**src/rtl/uart_rx_frame_counter.sv**
```systemverilog
// Edge and bit counter for a UART receiver: walks one frame of P clock edges per bit,
// decodes the three mid-bit sample points and pulses at each bit and frame boundary.
module uart_rx_frame_counter #(
  parameter int PRESCALE_W = 6,
  parameter int BIT_CNT_W  = 4
) (
  input  logic                  clk,
  input  logic                  rst,
  input  logic                  counter_en,
  input  logic                  restart,
  input  logic [PRESCALE_W-1:0] prescale,
  input  logic [1:0]            data_len,
  input  logic                  par_en,
  input  logic                  stop2,
  output logic [PRESCALE_W-1:0] edge_count,
  output logic [BIT_CNT_W-1:0]  bit_count,
  output logic                  sample_strobe,
  output logic                  sample_last,
  output logic                  bit_done,
  output logic                  frame_done,
  output logic                  busy,
  output logic                  cfg_err
);

  localparam int CW = PRESCALE_W + 1;
  localparam int BW = BIT_CNT_W + 1;

  typedef enum logic {
    IDLE   = 1'b0,
    ACTIVE = 1'b1
  } state_e;

  state_e                  state_q, state_d;
  logic [PRESCALE_W-1:0]   edge_count_q, edge_count_d;
  logic [BIT_CNT_W-1:0]    bit_count_q, bit_count_d;
  logic [PRESCALE_W-1:0]   prescale_q, prescale_d;
  logic [1:0]              data_len_q, data_len_d;
  logic                    par_en_q, par_en_d;
  logic                    stop2_q, stop2_d;
  logic                    bit_done_q, bit_done_d;
  logic                    frame_done_q, frame_done_d;
  logic                    cfg_err_q, cfg_err_d;

  // Widened copies so that P-1 and h-1 can never wrap around.
  logic [CW-1:0] p_ext, p_last, half, edge_ext;
  logic [BW-1:0] bit_ext, bit_last;
  logic          edge_at_end, bit_at_end, prescale_ok;

  always_comb begin
    p_ext       = {1'b0, prescale_q};
    p_last      = p_ext - CW'(1);
    half        = p_ext >> 1;
    edge_ext    = {1'b0, edge_count_q};
    bit_ext     = {1'b0, bit_count_q};
    // Index of the last bit: start + data + parity + stops, minus one.
    bit_last    = BW'(data_len_q) + BW'(6) + BW'(par_en_q) + BW'(stop2_q);
    edge_at_end = (edge_ext == p_last);
    bit_at_end  = (bit_ext == bit_last);
    prescale_ok = ({1'b0, prescale} >= CW'(4));
  end

  always_comb begin
    state_d      = state_q;
    edge_count_d = edge_count_q;
    bit_count_d  = bit_count_q;
    prescale_d   = prescale_q;
    data_len_d   = data_len_q;
    par_en_d     = par_en_q;
    stop2_d      = stop2_q;
    cfg_err_d    = cfg_err_q;
    bit_done_d   = 1'b0;
    frame_done_d = 1'b0;

    if (restart) begin
      state_d      = IDLE;
      edge_count_d = '0;
      bit_count_d  = '0;
      cfg_err_d    = 1'b0;
    end else if (counter_en) begin
      unique case (state_q)
        IDLE: begin
          prescale_d   = prescale;
          data_len_d   = data_len;
          par_en_d     = par_en;
          stop2_d      = stop2;
          edge_count_d = '0;
          bit_count_d  = '0;
          if (prescale_ok) begin
            // The latch cycle is itself edge 0 of the start bit.
            cfg_err_d    = 1'b0;
            state_d      = ACTIVE;
            edge_count_d = PRESCALE_W'(1);
          end else begin
            cfg_err_d = 1'b1;
          end
        end
        ACTIVE: begin
          if (!edge_at_end) begin
            edge_count_d = edge_count_q + PRESCALE_W'(1);
          end else begin
            edge_count_d = '0;
            bit_done_d   = 1'b1;
            if (bit_at_end) begin
              bit_count_d  = '0;
              frame_done_d = 1'b1;
              state_d      = IDLE;
            end else begin
              bit_count_d = bit_count_q + BIT_CNT_W'(1);
            end
          end
        end
        default: state_d = IDLE;
      endcase
    end
  end

  always_ff @(posedge clk) begin
    if (rst) begin
      state_q      <= IDLE;
      edge_count_q <= '0;
      bit_count_q  <= '0;
      prescale_q   <= '0;
      data_len_q   <= '0;
      par_en_q     <= 1'b0;
      stop2_q      <= 1'b0;
      bit_done_q   <= 1'b0;
      frame_done_q <= 1'b0;
      cfg_err_q    <= 1'b0;
    end else begin
      state_q      <= state_d;
      edge_count_q <= edge_count_d;
      bit_count_q  <= bit_count_d;
      prescale_q   <= prescale_d;
      data_len_q   <= data_len_d;
      par_en_q     <= par_en_d;
      stop2_q      <= stop2_d;
      bit_done_q   <= bit_done_d;
      frame_done_q <= frame_done_d;
      cfg_err_q    <= cfg_err_d;
    end
  end

  assign busy          = (state_q == ACTIVE);
  assign edge_count    = edge_count_q;
  assign bit_count     = bit_count_q;
  assign bit_done      = bit_done_q;
  assign frame_done    = frame_done_q;
  assign cfg_err       = cfg_err_q;
  assign sample_strobe = busy && ((edge_ext == half - CW'(1)) ||
                                  (edge_ext == half) ||
                                  (edge_ext == half + CW'(1)));
  assign sample_last   = busy && (edge_ext == half + CW'(1));

endmodule

```
**config.mk**
```make
export PLATFORM = sky130hd
export DESIGN_NAME = uart_rx_frame_counter
export DESIGN_NICKNAME = d
export VERILOG_FILES = /design/src/rtl/uart_rx_frame_counter.sv
export SDC_FILE = /design/constraint.sdc
export NUM_CORES = 1
export LEC_CHECK = 0
export ABC_AREA = 1
export BUFFER_PORTS_ARGS = -buffer_cell sky130_fd_sc_hd__buf_2
export CORE_MARGIN = 1.5
export CORE_UTILIZATION = 50
export DETAILED_ROUTE_END_ITERATION = 6
export GPL_TIMING_DRIVEN = 0
export PLACE_DENSITY = 0.81
export SETUP_SLACK_MARGIN = 0.5
export SYNTH_ARGS = -nofsm -noshare
export SYNTH_HDL_FRONTEND = slang
export SYNTH_SLANG_ARGS = --single-unit
```
**constraint.sdc**
```tcl
create_clock -name clk -period 3.3 [get_ports clk]
set_clock_uncertainty 0.1 [all_clocks]
set_input_delay 0.33 -clock clk [delete_from_list [all_inputs] [get_ports clk]]
set_output_delay 0.33 -clock clk [all_outputs]
set_load 0.01 [all_outputs]
```
# After elaboration in Yosys (flattened, before gate mapping)
# Index checks and enable logic that the tools add are counted.
[totals]
output_inout_bits = 16
ff_bits = 24
[op_classes]
reduce_logical = 10
muxes = 13
addsub = 8
order_cmp = 1
eq_ne = 6
n_bitwise = 4
[op_table]
columns = ["cell", "count"]
rows = [
  ["$eq 6x7->1", 2],
  ["$pmux 6 s2", 1],
  ["$mux 4", 2],
  ["$pmux 4 s2", 1],
  ["$mux 1", 7],
  ["$sub 6x1->7 const B", 1],
  ["$add 5x1->6 const B", 1],
  ["$add 6x1->6 const B", 1],
  ["$eq 6x5->1", 1],
  ["$eq 6x6->1", 1],
  ["$ge 6x3->1 const B", 1],
  ["$mux 6", 1],
  ["$sub 5x1->6 const B", 1],
  ["$add 4x1->5", 1],
  ["$add 5x1->5", 1],
  ["$eq 4x5->1", 1],
  ["$reduce_or 5->1", 1],
  ["$add 2x3->4 const B", 1],
  ["$add 4x1->4 const B", 1],
  ["$not 1->1", 4],
  ["$reduce_and 2->1", 2],
  ["$reduce_or 4->1", 1],
  ["$reduce_and 3->1", 1],
  ["$logic_and 1x1->1", 2],
  ["other kinds (4)", 5],
]

# Depth between registers and ports, before layout
[depth]
depth_word = 7
ltp_mapped = 14
ltp_nobuf = 14

# Least setup slack after synthesis
# Ideal clock, no wire load.
[synth_timing]
path_type = "register to output"
from = "register prescale_q[2]"
to = "output sample_strobe"
stages_incl_launch_ff = 7
setup_slack_ps = 1413
n_path_buf = 0
arrival_time_ps = 1457
cell_sequence = "dfxtp_1 > inv_2 > ha_1 > xor2_1 > nor3_1 > nand4_1 > o21ai_0"
[synth_via]
elab_chain_len = 5
word_cells_on_any_way = 8
cone_classes = "add/sub (2); eq/ne (3); reduce/logical (3)"
[synth_lines]
columns = ["element", "line_no", "text"]
rows = [
  ["start: declaration", "36", "logic [PRESCALE_W-1:0] prescale_q, prescale_d;"],
  ["start signal: assignment", "133", "prescale_q <= prescale_d;"],
  ["$sub 5x1->6", "149", "assign sample_strobe = busy && ((edge_ext == half - CW'(1)) ||"],
  ["$eq 6x7->1", "149", ""],
  ["$logic_or 1x1->1", "149", ""],
  ["$logic_or 1x1->1 (*)", "150", "(edge_ext == half) ||"],
  ["$logic_and 1x1->1 (*)", "149", ""],
  ["end: declaration", "17", "output logic sample_strobe,"],
]
# Mark *: on every way between the ends. The rest lies on a longest branch, timed or not.

# Final worst setup path
# Same ends and word-level chain as after synthesis.

==> results.json <==
{
  "arrival_ns": 1.99,
  "synth-seq-cells": 24,
  "ctsResizeCount": 0,
  "postRouteAntennaNets": 0,
  "placed_area_um2": 1830,
  "cts_tree": "yes",
  "cts_root_buf": "clkbuf_4",
  "hpwlAfterDp_um": 2850,
  "p_per_area_nw_per_um2": 362,
  "cap_viol_max_count": 0,
  "h-tree-depth": 1,
  "start_kind": "register",
  "final.setup.tns_ns": 0,
  "area_growth_syn_to_layout_pct": 15.5,
  "first_pass_iters": 4,
  "via_per_inst": 4.97,
  "r2r.worst_path.cells": 10,
  "antenna_found_initial": 0,
  "setup_viol": 0,
  "ios": 30,
  "core-area_um2": 3080,
  "worstSetupEndpointType": "output pin",
  "cts_buffer_depth": 2,
  "die_h_um": 60.1,
  "chipWidth_um": 60.1,
  "nNetsFinal": 298,
  "tightest_slew_ns": 0.480,
  "rows": 20,
  "overflow": 0,
  "drive_above_1_share_pct": 18.9,
  "wl_um": 3560,
  "final_cell_area_um2": 1890,
  "fin_crit_sh_pct": 73.2,
  "min_path_type": "input port to register",
  "crit_type": "register to output pin",
  "min_delay_path_depth": 3,
  "leakage_uw": 0.000913,
  "slew_headroom_pct": 67.7,
  "worstSkewPairLatency_ns": 0.32,
  "irDropWorstVdd_mv": 0.275,
  "rsz0062_at_grt": "false",
  "drc": 0,
  "syn-num-nets": 264,
  "grt_pass1_vias": 1330,
  "netlist_instances": 242,
  "grt_max_degree": 15,
  "layout_min_cycle_time_ns": 2.42,
  "avgSynthCellArea_um2": 6.75,
  "grt_pass1_wl_um": 5840,
  "synth_cell_types": 30,
  "track_usage_pct": 21.1,
  "path_clk_slew_ns": 0.13,
  "drt_first_iter_violations": 66,
  "ys.warnings.count": 0,
  "antennaDiodeCount": 0,
  "crit_required_ns": 2.87,
  "initial_core_util_pct": 53.0,
  "netlist_area_um2": 1630,
  "fmax_mhz": 414,
  "cts_num_sinks": 24,
  "ys_seq_area_share_pct": 29.4,
  "status": "completed",
  "cts_setup_buffers": 0,
  "hold_viol": 0,
  "cts_hold_buf": 0,
  "whs_ns": 0.176,
  "routedWlPerCell_um": 11.2,
  "io_buffers": 29,
  "dieArea_um2": 3620,
  "gp_congestion": 0.873,
  "dr_total_vias": 1587,
  "critPathMaxFanout": 6,
  "cts_buffers": 3,
  "slew_viol_final": 0
}
state kept, by name, indices dropped and copies added, names as in the netlist:
register    flops
frame_done      1
bit_count       4
stop2_q         1
bit_done        1
cfg_err         1
edge_count      6
busy            1
par_en_q        1
data_len_q      2
prescale_q      6
final timing paths:
path,startpoint,to,slack [ns]
worst max-delay path,prescale_q[2],sample_strobe,0.88
worst min-delay path,stop2,stop2_q,0.18
worst min register to register,data_len_q[1],data_len_q[1],0.38
worst max register to register,data_len_q[0],bit_count[1],1.31
synthesized netlist by cell type, drive strengths merged:
library cell  number  area, µm²
nand2             60        243
nor2              38        158
inv               34        130
dfxtp             24        480
nand3             16       85.1
a211oi            10       75.1
o21ai             10       50.1
ha                 7       87.6
nor3               7       46.3
xor2               7       61.3
a21oi              6       30.0
xnor2              4       35.0
buf                3       27.5
clkbuf             3       12.5
nand4              3       18.8
o211a              3       30.0
nor4               2       12.5
o21bai             2       15.0
a31o               1       8.76
fa                 1       20.0
or2                1       6.26
per-stage QoR:
stage / power, µW / utilization, % / worst slack (ns) / std cells
6_report: 682 / 61.3 / 0.885 / 319
5_1_grt: 722 / 61.3 / 0.752 / 319
4_1_cts: 687 / 61.3 / 0.864 / 319
3_5_place_dp: 476 / 59.6 / 1.25 / 315
3_3_place_gp: 472 / 59.6 / 1.25 / 315
2_1_floorplan: 437 / - / 1.41 / 242
metal layers:
metal | track usage [%] | routed length [µm] | up-vias
li1 | - | - | 843
met1 | 27.8 | 1710 | 701
met2 | 35.2 | 1680 | 38
met3 | 3.03 | 135 | 5
met4 | 6.67 | 32 | 0
met5 | 0 | 0 | -
layout by cell type (no fill, tap or decap):
| cell type | instances |
|---|---|
| fa_1 | 1 |
| or2_2 | 1 |
| o211a_1 | 3 |
| o21ai_0 | 10 |
| ha_1 | 7 |
| clkbuf_2 | 1 |
| nand3_2 | 1 |
| a31o_2 | 1 |
| nand3_1 | 15 |
| o21bai_1 | 2 |
| clkbuf_1 | 2 |
| nand2_2 | 1 |
| inv_1 | 32 |
| nand2_4 | 2 |
| nor4_1 | 2 |
| dfxtp_1 | 24 |
| bufinv_16 | 1 |
| nand4_1 | 3 |
| inv_2 | 1 |
| buf_6 | 2 |
| a211oi_1 | 10 |
| nor3_4 | 1 |
| nor2_2 | 6 |
| nand2_1 | 57 |
| buf_2 | 30 |
| inv_4 | 1 |
| nor2_1 | 32 |
| a21oi_1 | 6 |
| xor2_1 | 7 |
| nor3_1 | 6 |
| clkbuf_4 | 3 |
| xnor2_1 | 4 |
kinds of logic (layout without fill, tap and decap cells):
family | Yosys count | after routing | share of synthesized area [%]
compound gates | 32 | 32 | 12.8
xor+xnor | 11 | 11 | 5.90
fa+ha+maj | 8 | 8 | 6.59
buf+inv | 40 | 73 | 10.4
flops | 24 | 24 | 29.4
simple gates | 127 | 127 | 34.9
power breakdown:
part	switching (µW)	leakage, µW	internal [µW]	total [µW]
combinational	93.7	0.000689	63.2	157
sequential	11.6	0.000196	302	313
clock	89.2	0.0000279	123	212
final cells by class:
cell class / count / area, µm²
Inverter: 34 / 130
Tap cell: 44 / 55.1
Fill cell: 311 / 1190
Clock inverter: 1 / 30.0
Buffer: 6 / 40.0
Timing Repair Buffer: 29 / 145
Multi-Input combinational cell: 178 / 982
Clock buffer: 3 / 22.5
Sequential cell: 24 / 480
critical path, cell delays in order, from the launching register on:
cell and delay, ns:
dfxtp_1 0.51, inv_2 0.11, ha_1 0.30, xor2_1 0.17, nor3_1 0.15, nand4_1 0.13
o21ai_0 0.15, buf_2 0.15
Note: power is estimated with default switching activity, not from simulation.
